$ cat config.mk
export PLATFORM = sky130hd
export DESIGN_NAME = pipe_stage_fwd
export DESIGN_NICKNAME = d
export VERILOG_FILES = /design/src/rtl/pipe_stage_fwd.sv
export SDC_FILE = /design/constraint.sdc
export NUM_CORES = 1
export LEC_CHECK = 0
export ABC_AREA = 1
export CAP_MARGIN = 20
export CORE_ASPECT_RATIO = 1.2
export CORE_UTILIZATION = 40
export CTS_CLUSTER_SIZE = 16
export DETAILED_ROUTE_END_ITERATION = 16
export GPL_ROUTABILITY_DRIVEN = 0
export PLACE_DENSITY = 0.77
export SLEW_MARGIN = 25
export SYNTH_ARGS = -nofsm -noshare
export SYNTH_HDL_FRONTEND = slang
export SYNTH_SLANG_ARGS = --single-unit
export TNS_END_PERCENT = 1
$ cat constraint.sdc
create_clock -name clk -period 2.1 [get_ports clk]
set_clock_uncertainty 0.15 [all_clocks]
set_input_delay 0.42 -clock clk [delete_from_list [all_inputs] [get_ports clk]]
set_output_delay 0.42 -clock clk [all_outputs]
set_load 0.01 [all_outputs]
$ cat src/rtl/pipe_stage_fwd.sv
// Decode/issue pipeline register with operand forwarding, load-use stall
// detection and hold-time snooping of late forwarding results.
module pipe_stage_fwd #(
   parameter int unsigned XLEN  = 32,
   parameter int unsigned NSRC  = 2,
   parameter int unsigned NFWD  = 2,
   parameter int unsigned CTRLW = 16
) (
   input  logic                   clk,
   input  logic                   reset,
   input  logic                   in_valid,
   input  logic [CTRLW-1:0]       in_ctrl,
   input  logic [XLEN-1:0]        in_pc,
   input  logic [XLEN-1:0]        in_imm,
   input  logic [4:0]             in_rd,
   input  logic [NSRC*5-1:0]      in_rs_addr,
   input  logic [NSRC*XLEN-1:0]   in_rs_data,
   input  logic [NFWD-1:0]        fwd_en,
   input  logic [NFWD*5-1:0]      fwd_rd,
   input  logic [NFWD*XLEN-1:0]   fwd_data,
   input  logic [NFWD-1:0]        fwd_rdy,
   input  logic                   flush,
   input  logic                   hold,
   output logic                   out_valid,
   output logic [CTRLW-1:0]       out_ctrl,
   output logic [XLEN-1:0]        out_pc,
   output logic [XLEN-1:0]        out_imm,
   output logic [4:0]             out_rd,
   output logic [NSRC*XLEN-1:0]   out_rs_data,
   output logic                   stall_req
);

   localparam int unsigned AW = 5;
   localparam int unsigned LW = XLEN + 2;

   // Returns {hit, rdy, data} for the youngest source writing addr; x0 never hits.
   function automatic logic [LW-1:0] fwd_lookup(
      input logic [AW-1:0]        addr,
      input logic [NFWD-1:0]      en,
      input logic [NFWD*AW-1:0]   rd,
      input logic [NFWD-1:0]      rdy,
      input logic [NFWD*XLEN-1:0] data
   );
      logic [LW-1:0] r;
      r = '0;
      for (int j = int'(NFWD) - 1; j >= 0; j--) begin
         if (en[j] && (addr != '0) && (rd[j*AW +: AW] == addr)) begin
            r = {1'b1, rdy[j], data[j*XLEN +: XLEN]};
         end
      end
      return r;
   endfunction

   logic                 valid_q,   valid_d;
   logic [CTRLW-1:0]     ctrl_q,    ctrl_d;
   logic [XLEN-1:0]      pc_q,      pc_d;
   logic [XLEN-1:0]      imm_q,     imm_d;
   logic [AW-1:0]        rd_q,      rd_d;
   logic [NSRC*XLEN-1:0] rs_data_q, rs_data_d;
   logic [NSRC*AW-1:0]   rs_addr_q, rs_addr_d;

   logic [LW-1:0]        in_look  [NSRC];
   logic [LW-1:0]        snp_look [NSRC];
   logic [NSRC*XLEN-1:0] res_data;
   logic [NSRC*XLEN-1:0] snoop_data;
   logic [NSRC-1:0]      res_pend;

   for (genvar g = 0; g < int'(NSRC); g++) begin : g_look
      assign in_look[g]  = fwd_lookup(in_rs_addr[g*AW +: AW], fwd_en, fwd_rd, fwd_rdy, fwd_data);
      assign snp_look[g] = fwd_lookup(rs_addr_q[g*AW +: AW], fwd_en, fwd_rd, fwd_rdy, fwd_data);
   end

   // Resolved operands for a fresh load, and snooped operands for a held one.
   always_comb begin
      res_data   = in_rs_data;
      snoop_data = rs_data_q;
      res_pend   = '0;
      for (int unsigned i = 0; i < NSRC; i++) begin
         if (in_look[i][XLEN+1]) begin
            res_data[i*XLEN +: XLEN] = in_look[i][XLEN-1:0];
            res_pend[i]              = ~in_look[i][XLEN];
         end
         if (snp_look[i][XLEN+1] && snp_look[i][XLEN]) begin
            snoop_data[i*XLEN +: XLEN] = snp_look[i][XLEN-1:0];
         end
      end
   end

   assign stall_req = in_valid & ~flush & (|res_pend);

   // Next-state selection: flush > hold > stall bubble > normal load.
   always_comb begin
      valid_d   = valid_q;
      ctrl_d    = ctrl_q;
      pc_d      = pc_q;
      imm_d     = imm_q;
      rd_d      = rd_q;
      rs_data_d = rs_data_q;
      rs_addr_d = rs_addr_q;
      if (flush) begin
         valid_d = 1'b0;
         ctrl_d  = '0;
         rd_d    = '0;
      end else if (hold) begin
         rs_data_d = snoop_data;
      end else if (stall_req) begin
         valid_d = 1'b0;
         ctrl_d  = '0;
         rd_d    = '0;
      end else begin
         valid_d   = in_valid;
         ctrl_d    = in_valid ? in_ctrl : '0;
         pc_d      = in_pc;
         imm_d     = in_imm;
         rd_d      = in_rd;
         rs_data_d = res_data;
         rs_addr_d = in_rs_addr;
      end
   end

   always_ff @(posedge clk or negedge reset) begin
      if (!reset) begin
         valid_q   <= 1'b0;
         ctrl_q    <= '0;
         pc_q      <= '0;
         imm_q     <= '0;
         rd_q      <= '0;
         rs_data_q <= '0;
         rs_addr_q <= '0;
      end else begin
         valid_q   <= valid_d;
         ctrl_q    <= ctrl_d;
         pc_q      <= pc_d;
         imm_q     <= imm_d;
         rd_q      <= rd_d;
         rs_data_q <= rs_data_d;
         rs_addr_q <= rs_addr_d;
      end
   end

   assign out_valid   = valid_q;
   assign out_ctrl    = ctrl_q;
   assign out_pc      = pc_q;
   assign out_imm     = imm_q;
   assign out_rd      = rd_q;
   assign out_rs_data = rs_data_q;

endmodule

==> impl_results.md <==
- Die Y: 179 um
- Status: complete, but fails checks
- Crit path DAT: 1.63 ns
- Post-synth net total: 1904
- H-tree depth: 4
- Final Hold Fails: 0
- CTS tree: done
- Final nets: 2330
- Most frequent cells in the layout: nand2_1 (629), nand3_1 (486), clkdlybuf4s50_1 (365), dfrtp_1 (158), buf_4 (97)
- Commonest non-fill, non-tap cell in the layout: nand2_1
- Violated checks: negative setup slack
- Initial antenna violation count: 2
- Antenna cells: 0
- Critical path launch point type: input port
- # port buffers: 392
- XOR/XNOR Fraction of Synth Area: 0.00250
- Worst-case clock buffer depth: 2
- RSZ-0062 raised after global routing: yes
- Worst setup EP type: output port
- Slew HR: 0.607
- CORE AREA: about 26000 um^2
- Gr usage total: 0.339
- Flops & latches, synth: 160
- Required time of the critical path: 1.53 ns
- Cell Area, Synth: 10500 um^2
- IO Pins: 393
- HPWL after DPL: 32600 um
- Starting density of the core: 0.410
- DR vias: around 14000
- Wire per inst: 19.1 um
- Slowest stage cell, crit path: nor2_4
- Vias in the first global route: 13300
- Synth Instances: between 1500 and 2000
- Final WS setup: -0.103 ns
- Tightest Pin Transition: about 0.6 ns
- Die area: approximately 27000 um^2
- Vias/cell: around 5.6
- Avg Cell Area, Syn: 6.32 um^2
- Final Max Slew Viols: 0
- Sequential area share after synthesis: 0.381
- Synth unique cells: 25
- CTS root buffer: clkbuf_16
- Std cell rows: 64
- Yosys warns: 0
- Clock slew at reported path FFs: 0.07 ns
- Drc violations: 0
- Max cap viols: 0
- Synth-to-Final Area Change: 61.7%
- Tcrit/Tclk final: 1.05
- Fmax: 454 MHz
- Clk_lat worst skew: 0.45 ns
- Clock sinks: 160
- Synth Area in Compound Gates: 0.0189
- Critical setup path kind: in2out
- Post-Synth Simple-Gate Area: 0.512
- GRT overflow: 0
- Post-synthesis mux area share: 0
- Largest net degree at the start of global routing: approximately 70
- First-pass GRT wire length: 70900 um
- Worst r2r path cells: 9
- TritonRoute pass-1 iters: 8
- Hold WC Path Type: in2reg
- Yosys top cell by area: dfrtp_1
- Post-synth top area share: 0.381
- Iter 0 DRT Violations: between 1000 and 1500
- CP cell instances: buf_8 -> buf_6 -> nand2_2 -> nand3_2 -> nor2_4 -> nand2_4 -> buf_6 -> nand2_4 -> nand2_4 -> nand2_4 -> nand2_4 -> inv_4 -> buf_6
- Pleak: 8.58 nW
- Layout cell share with drive strength beyond 1: 0.162
- Worst VDD drop: 605 uV
- Pwr Density: 606 nW/um^2
- Largest family of logic cells by synthesized area: simple AND/OR/NAND/NOR gates
- Crit Path Max Fanout: 3
- Slowest stage delay, CP: around 0.15 ns
- Most used cell, CP: nand2_4
- Place WS: -1.30 ns
- Synth Area in Adders: 0
- Hold path depth: 3
- Setup-failing EPs final: 28
- Clock buffer count from CTS: 17
- TNS Setup: -1.01 ns
- ANT nets after route: 0
- # fillers: 2245
- Die X: 150 um
- Total wire length: roughly 46000 um
- Minimum clock period: roughly 2.2 ns
- Top cells by area, synth: dfrtp_1 (38%), nand3_1 (25%), nand2_1 (24%), inv_1 (3.1%), clkbuf_1 (2.3%)
## synthesized netlist by cell type
| library cell | n |
|---|---|
| nand2_1 | 674 |
| nand3_1 | 524 |
| dfrtp_1 | 160 |
| inv_1 | 87 |
| clkbuf_1 | 65 |
| o21ai_0 | 27 |
| nor2_1 | 26 |
| buf_2 | 25 |
| buf_1 | 23 |
| inv_2 | 8 |
| nor2_2 | 8 |
| nand4_1 | 7 |
| a21oi_1 | 4 |
| buf_4 | 4 |
| buf_6 | 4 |
| o211ai_1 | 4 |
| nand2_2 | 2 |
| or2_2 | 2 |
| xnor2_1 | 2 |
| a21oi_2 | 1 |
| and3_1 | 1 |
| clkinv_1 | 1 |
| nor3_1 | 1 |
| o21ai_1 | 1 |
| xor2_1 | 1 |
## layer usage
metal	vias up	routed length [um]	global-route usage
met5	-	11	0
met4	2	2900	0.177
met3	235	5470	0.0964
met2	970	22300	0.579
met1	6189	15700	0.380
li1	6242	-	-
## worst max-delay path: cells and delay by family
kind | cells | cell delay [ns]
and+or+nand+nor | 8 | 0.69
buffers and inverters | 5 | 0.52
## final timing paths
path                                     from              end  slack, ns
worst max-delay path            in_rs_addr[6]        stall_req      -0.10
worst min-delay path            in_rs_addr[3]     rs_addr_q[3]       0.11
worst max register to register   rs_addr_q[4]  out_rs_data[18]       0.04
worst min register to register     out_pc[22]       out_pc[22]       0.32
max in group asynchronous               reset        out_valid       0.78
min in group asynchronous               reset      out_ctrl[4]       0.32
## logic make-up after synthesis
kind of cell    after synthesis
simple gates               1245
compound gates               37
buf+inv                     217
flops                       160
xor+xnor                      3
## power by group
part	internal, mW	switching [mW]	total, mW
combinational	1.64	1.64	3.28
clock	1.83	1.46	3.29
sequential	3.45	0.262	3.71
total	6.92	3.36	10.3
## stage by stage
stage                util  instances  hold WS [ns]  instance area, um^2  power (mW)
floorplan               -       1662       -0.0256                10500        4.85
global placement    0.603       2367         0.190                15400        6.76
detailed placement  0.603       2367         0.195                15400        6.80
CTS                 0.640       2426        0.0912                16400        10.2
global route        0.663       2431        0.0870                17000        10.8
finish              0.663       2431         0.112                17000        10.3
## cell type report
class / count / area [um^2] / area share
Clock inverter: 14 / 166 / 0.00980
Multi-Input combinational cell: 1285 / 6120 / 0.361
Tap cell: 330 / 413 / 0.0243
Clock buffer: 18 / 439 / 0.0259
Timing Repair Buffer: 528 / 5440 / 0.320
Inverter: 96 / 393 / 0.0231
Sequential cell: 160 / 4010 / 0.236
## timing repair
action | CTS | global route
endpoints found under the setup margin | 161 | 141
hold endpoints to repair | 28 | 0
setup buffers | 26 | 5
gates cloned | 0 | 4
hold buffers | 1 | 0
resized for setup | 185 | 129
pin swaps | 38 | 63
## flip-flops by register name (all words and copies together) (netlist names)
signal	flops
out_rs_data	64
out_imm	32
out_pc	32
out_ctrl	16
rs_addr_q	10
out_rd	5
out_valid	1
No activity file was read; power rests on OpenSTA's default activity.
